[src/rtl/add_result_accumulator_if.sv]
// Adder-result stream in, batch result out; the upstream side (master) drives
// beats and takes results, the accumulator (slave) drives handshakes and result.
interface add_result_accumulator_if #(
  parameter int ACC_W = 20
);
  logic             in_valid;
  logic             in_ready;
  logic [15:0]      Sum;
  logic             Cout;
  logic             flush;
  logic             out_valid;
  logic             out_ready;
  logic [ACC_W-1:0] total;
  logic [3:0]       count;
  logic             ovf;

  modport master (
    output in_valid, Sum, Cout, flush, out_ready,
    input  in_ready, out_valid, total, count, ovf
  );

  modport slave (
    input  in_valid, Sum, Cout, flush, out_ready,
    output in_ready, out_valid, total, count, ovf
  );
endinterface

[src/rtl/add_result_accumulator.sv]
// Sums N_OPS 17-bit {Cout,Sum} results per batch (or fewer on flush); result held
// with out_valid one cycle after the closing beat, in_ready low until it is taken.
module add_result_accumulator #(
  parameter int N_OPS = 4,
  parameter int ACC_W = 20
) (
  input  logic                     clk,
  input  logic                     rst,
  add_result_accumulator_if.slave  bus
);
  typedef enum logic [1:0] {
    IDLE  = 2'd0,
    ACCUM = 2'd1,
    DONE  = 2'd2
  } state_t;

  state_t           state_q, state_d;
  logic [ACC_W-1:0] acc_q, acc_d;
  logic [3:0]       count_q, count_d;
  logic             ovf_q, ovf_d;
  logic             in_ready_q, in_ready_d;
  logic             out_valid_q, out_valid_d;

  logic             accept;
  logic [ACC_W-1:0] operand;
  logic [ACC_W:0]   sum_ext;

  always_comb begin
    accept  = in_ready_q & bus.in_valid;
    operand = ACC_W'({bus.Cout, bus.Sum});
    sum_ext = {1'b0, acc_q} + {1'b0, operand};

    state_d = state_q;
    acc_d   = acc_q;
    count_d = count_q;
    ovf_d   = ovf_q;

    case (state_q)
      IDLE, ACCUM: begin
        if (accept) begin
          acc_d   = sum_ext[ACC_W-1:0];
          count_d = count_q + 4'd1;
          ovf_d   = ovf_q | sum_ext[ACC_W];
          state_d = (count_d == 4'(N_OPS) || bus.flush) ? DONE : ACCUM;
        end else if (state_q == ACCUM && bus.flush) begin
          // An empty batch has nothing to report, so flush only closes a started one.
          state_d = DONE;
        end
      end
      DONE: begin
        if (bus.out_ready) begin
          state_d = IDLE;
          acc_d   = '0;
          count_d = '0;
          ovf_d   = 1'b0;
        end
      end
      default: state_d = IDLE;
    endcase

    in_ready_d  = (state_d != DONE);
    out_valid_d = (state_d == DONE);
  end

  always_ff @(posedge clk) begin
    if (rst) begin
      state_q     <= IDLE;
      acc_q       <= '0;
      count_q     <= '0;
      ovf_q       <= 1'b0;
      in_ready_q  <= 1'b1;
      out_valid_q <= 1'b0;
    end else begin
      state_q     <= state_d;
      acc_q       <= acc_d;
      count_q     <= count_d;
      ovf_q       <= ovf_d;
      in_ready_q  <= in_ready_d;
      out_valid_q <= out_valid_d;
    end
  end

  assign bus.in_ready  = in_ready_q;
  assign bus.out_valid = out_valid_q;
  assign bus.total     = acc_q;
  assign bus.count     = count_q;
  assign bus.ovf       = ovf_q;
endmodule
[src/flat_wrapper.sv]
// flat-port wrapper written by rule: the top's interface ports become plain ports
module add_result_accumulator_flat 
#(
  parameter int N_OPS = 4,
  parameter int ACC_W = 20
)
  (clk, rst, bus_in_valid, bus_Sum, bus_Cout, bus_flush, bus_out_ready, bus_in_ready, bus_out_valid, bus_total, bus_count, bus_ovf);
  add_result_accumulator_if #(.ACC_W(ACC_W)) bus_i ();
  input  logic clk;
  input  logic rst;
  input wire logic [$bits(bus_i.in_valid)-1:0] bus_in_valid;
  input wire logic [$bits(bus_i.Sum)-1:0] bus_Sum;
  input wire logic [$bits(bus_i.Cout)-1:0] bus_Cout;
  input wire logic [$bits(bus_i.flush)-1:0] bus_flush;
  input wire logic [$bits(bus_i.out_ready)-1:0] bus_out_ready;
  output wire logic [$bits(bus_i.in_ready)-1:0] bus_in_ready;
  output wire logic [$bits(bus_i.out_valid)-1:0] bus_out_valid;
  output wire logic [$bits(bus_i.total)-1:0] bus_total;
  output wire logic [$bits(bus_i.count)-1:0] bus_count;
  output wire logic [$bits(bus_i.ovf)-1:0] bus_ovf;
  assign bus_i.in_valid = bus_in_valid;
  assign bus_i.Sum = bus_Sum;
  assign bus_i.Cout = bus_Cout;
  assign bus_i.flush = bus_flush;
  assign bus_i.out_ready = bus_out_ready;
  assign bus_in_ready = bus_i.in_ready;
  assign bus_out_valid = bus_i.out_valid;
  assign bus_total = bus_i.total;
  assign bus_count = bus_i.count;
  assign bus_ovf = bus_i.ovf;
  add_result_accumulator #(.N_OPS(N_OPS), .ACC_W(ACC_W)) u_core (.clk(clk), .rst(rst), .bus(bus_i));
endmodule
[config.mk]
export PLATFORM = sky130hd
export DESIGN_NAME = add_result_accumulator_flat
export DESIGN_NICKNAME = d
export VERILOG_FILES = /design/src/rtl/add_result_accumulator_if.sv /design/src/rtl/add_result_accumulator.sv /design/src/flat_wrapper.sv
export SDC_FILE = /design/constraint.sdc
export NUM_CORES = 1
export LEC_CHECK = 0
export BUFFER_PORTS_ARGS = -buffer_cell sky130_fd_sc_hd__buf_2
export CORE_ASPECT_RATIO = 1.5
export CORE_MARGIN = 3
export CORE_UTILIZATION = 43
export CTS_BUF_LIST = sky130_fd_sc_hd__clkbuf_8
export CTS_CLUSTER_DIAMETER = 40
export DETAILED_ROUTE_END_ITERATION = 16
export HOLD_SLACK_MARGIN = 0.08
export PLACE_DENSITY = 0.68
export SETUP_SLACK_MARGIN = 0.5
export SLEW_MARGIN = 10
export SYNTH_ARGS = -nofsm -noshare
export SYNTH_HDL_FRONTEND = slang
export SYNTH_SLANG_ARGS = --single-unit
[constraint.sdc]
create_clock -name clk -period 3.2 [get_ports clk]
set_input_delay 0.16 -clock clk [delete_from_list [all_inputs] [get_ports clk]]
set_output_delay 0.16 -clock clk [all_outputs]
set_load 0.01 [all_outputs]
==> reports/results.ini <==
[logic_synthesis]
synth-warning-count=0
syn-cell-area_um2=1842
commonest_register_cell_after_synthesis=sky130_fd_sc_hd__dfxtp_1
synthDistinctLibCells=37
syn_nets=254
instance_count_of_the_mapped_netlist=212
ys_seq_area_share_pct=31.52
share_of_flip_flops_with_an_asynchronous_set_or_reset_after_synthesis_pct=0
synth_area_per_cell_um2=8.688
postSynthRegisterBits=29
synth_edf_count=0

[grt]
grt_usage_pct=18.95
grt_pass1_vias=1756
grt_max_degree=19
globalRoute.totalOverflow=0
antenna_violations_before_repair=0
grt_pass1_wl_um=7603

[critical_path]
start_kind=flip-flop
critical_path.startpoint=u_core.bus.total[0]
critical_path_required_ns=3.37
critical_path_class=flip-flop to flip-flop
r2r-start=u_core.bus.total[0]
crit_path_to=u_core.bus.total[14]
path_max_fanout=3
critical_path_arrival_ns=2.65
worst_path_dominant_cell_family=compound AO/OA/AOI/OAI gates
timing.critical_path.mode_cell=sky130_fd_sc_hd__a31oi_1
crit_cells=9
worstSetupEndpointType=flip-flop
r2r_slack_ns=0.72
worstPathBufferInverterCount=0
r2r.worst_path.cells=9
crit_path_cell_trace=ha_1 > fa_1 > a21oi_1 > o211ai_1 > a31oi_1 > o21ai_0 > a31oi_1 > xnor2_1 > a22o_1
rr_endpoint=u_core.bus.total[14]
cell_with_the_biggest_individual_delay_on_the_critical_path=sky130_fd_sc_hd__fa_1
worst_path_largest_cell_delay_ns=0.41

[die]
fp.dieW_um=59.44
die_h_um=86.16
floorplan.core_area_um2=4029
initial_core_util_pct=45.71
io_pins=49
placementRows=28
fp.dieArea_um2=5121

[sta]
post-route-min-period_ns=2.479
f_max_ghz=0.4034
finalSetupViolations=0
final.hold.worst_slack_ns=0.1613
timing.max_slew.rel_slack_pct=48.10
finalSetupTns_ns=0
finalMaxSlewViolations=0
grt_setup_unrepaired=yes
post_route_skew_ns=0.007219
timing.final.hold_violations=0
tightestPinTransition_ns=0.7757
worst_slack_ns=0.7213
post-route-period-util_pct=77.46

[pwr]
p_int_mw=0.8303
power.switching_fraction_pct=32.19
leakagePower_nw=1.145
p_switching_mw=0.3942
power.clock.fraction_pct=32.1
ir_worst_vdd_uv=360.5
sequentialPowerShare_pct=35.0
p_total_mw=1.225
power.share.combinational_pct=32.9
total_power_divided_by_cell_area_nw_per_um2=544.0

[clocking]
number_of_sinks_on_the_clock_net=29
clock_tree_root=sky130_fd_sc_hd__clkbuf_8
ctsHtreeMaxLevel=2
postCtsSetupRepairBufs=0
cts-root-to-sink-buffers=2
clk-insertion-delay-late_ns=0.28
tritoncts_clock_tree=done
post_cts_resized=0
numCtsBuffers=5
clk_pin_slew_ns=0.06
postCtsHoldBufs=0

[route]
viasPerCell=5.669
post_drt_wl_per_cell_um=13.90
dr_total_vias=1763
detailedRoute.firstIterationViolations=56
detail_route.wirelength_um=4323
drt_drc_violations_left=0
firstDrtPassIters=5
detail-route-antenna-nets=0

[finish]
finalCoreUtilization_pct=55.87
layout_commonest_cell=sky130_fd_sc_hd__buf_2
fraction_of_layout_instances_using_a_drive_strength_above_1_pct=22.56
layout.nets=307
antenna-diode-count=0
area_growth_syn_to_layout_pct=22.21
most-common-layout-cells=48 x sky130_fd_sc_hd__buf_2, 30 x sky130_fd_sc_hd__nor2_1, 29 x sky130_fd_sc_hd__dfxtp_1, 19 x sky130_fd_sc_hd__ha_1, 16 x sky130_fd_sc_hd__a21oi_1

[placement]
globalplace.congestion=0.8545
pre_cts_ws_ns=0.7736
port_buffers=48
dpl.hpwl_um=3299

[status]
result_of_the_run=completed

[worst_hold_path]
hold_path.class=input pin to flip-flop

[run]
max-cap-violations=0

==> tightest hold or removal path: stages <==
cell and delay, ns:
sky130_fd_sc_hd__buf_2 0.08, sky130_fd_sc_hd__a41o_1 0.10, sky130_fd_sc_hd__nor4_1 0.05
==> kinds of logic (layout without fill, tap and decap cells) <==
group           after synthesis  in the layout  share of synthesized area (%)
fa+ha+maj                    20             20                          13.99
buf+inv                       7             61                          1.426
flops                        29             29                          31.52
simple gates                 67             67                          17.05
compound gates               69             69                          26.49
xor+xnor                     20             20                          9.510
==> synthesized netlist by cell type (all sizes together) (4+ instances only) <==
| cell | instances | area (um2) |
|---|---|---|
| inv | 4 | 15.01 |
| nand2 | 12 | 45.04 |
| nand3 | 4 | 20.02 |
| ha | 19 | 237.7 |
| xnor2 | 10 | 87.58 |
| a22oi | 9 | 67.56 |
| nor2b | 4 | 25.02 |
| o21ai | 9 | 45.04 |
| a21oi | 18 | 97.60 |
| a31oi | 6 | 37.54 |
| dfxtp | 29 | 580.6 |
| a21o | 5 | 37.54 |
| nor2 | 30 | 112.6 |
| a22o | 11 | 96.34 |
| xor2 | 10 | 87.58 |
==> power groups by stage <==
stage          Sequential (mW)  Combinational, mW  Clock, mW
6_report                 0.429              0.403      0.393
5_1_grt                  0.435              0.456      0.424
2_1_floorplan            0.450              0.280          0
3_3_place_gp             0.437              0.399          0
4_1_cts                  0.429              0.404      0.403
3_5_place_dp             0.438              0.401          0
==> stage by stage <==
step / cells / area [um2]
2_1_floorplan: 212 / 1842
3_3_place_gp: 303 / 2135
3_5_place_dp: 303 / 2135
4_1_cts: 311 / 2251
5_1_grt: 311 / 2251
6_report: 311 / 2251
==> worst min-delay path by stage <==
stage / startpoint / endpoint / slack (ns) / cells after the start
floorplan: bus_flush / u_core.state_q[0] / 0.34 / 2
global placement: bus_flush / u_core.state_q[0] / 0.47 / 3
detailed placement: bus_flush / u_core.state_q[0] / 0.45 / 3
CTS: bus_flush / u_core.state_q[0] / 0.15 / 3
global route: bus_flush / u_core.state_q[0] / 0.16 / 3
finish: bus_flush / u_core.state_q[0] / 0.16 / 3
==> flip-flops by register name (all words and copies together), names as in the netlist <==
register              cells
u_core.bus.total         20
u_core.bus.count          4
u_core.state_q            2
u_core.bus.in_ready       1
u_core.bus.out_valid      1
u_core.bus.ovf            1
==> layout make-up <==
type	instances	area [um2]
multi-input cells	176	1235
flip-flops and latches	29	580.6
fillers	414	1778
repair buffers	49	247.7
inverters	4	15.01
clock buffers	6	82.58
clock inverters	2	33.78
well taps	45	56.30
==> routing by layer <==
| layer | wire, um | track usage [%] |
|---|---|---|
| met3 | 196 | 3.163 |
| met2 | 2217 | 33.13 |
| met4 | 71 | 7.629 |
| met5 | 0 | 0 |
| met1 | 1838 | 22.14 |
Note: power is estimated with default switching activity, not from simulation.
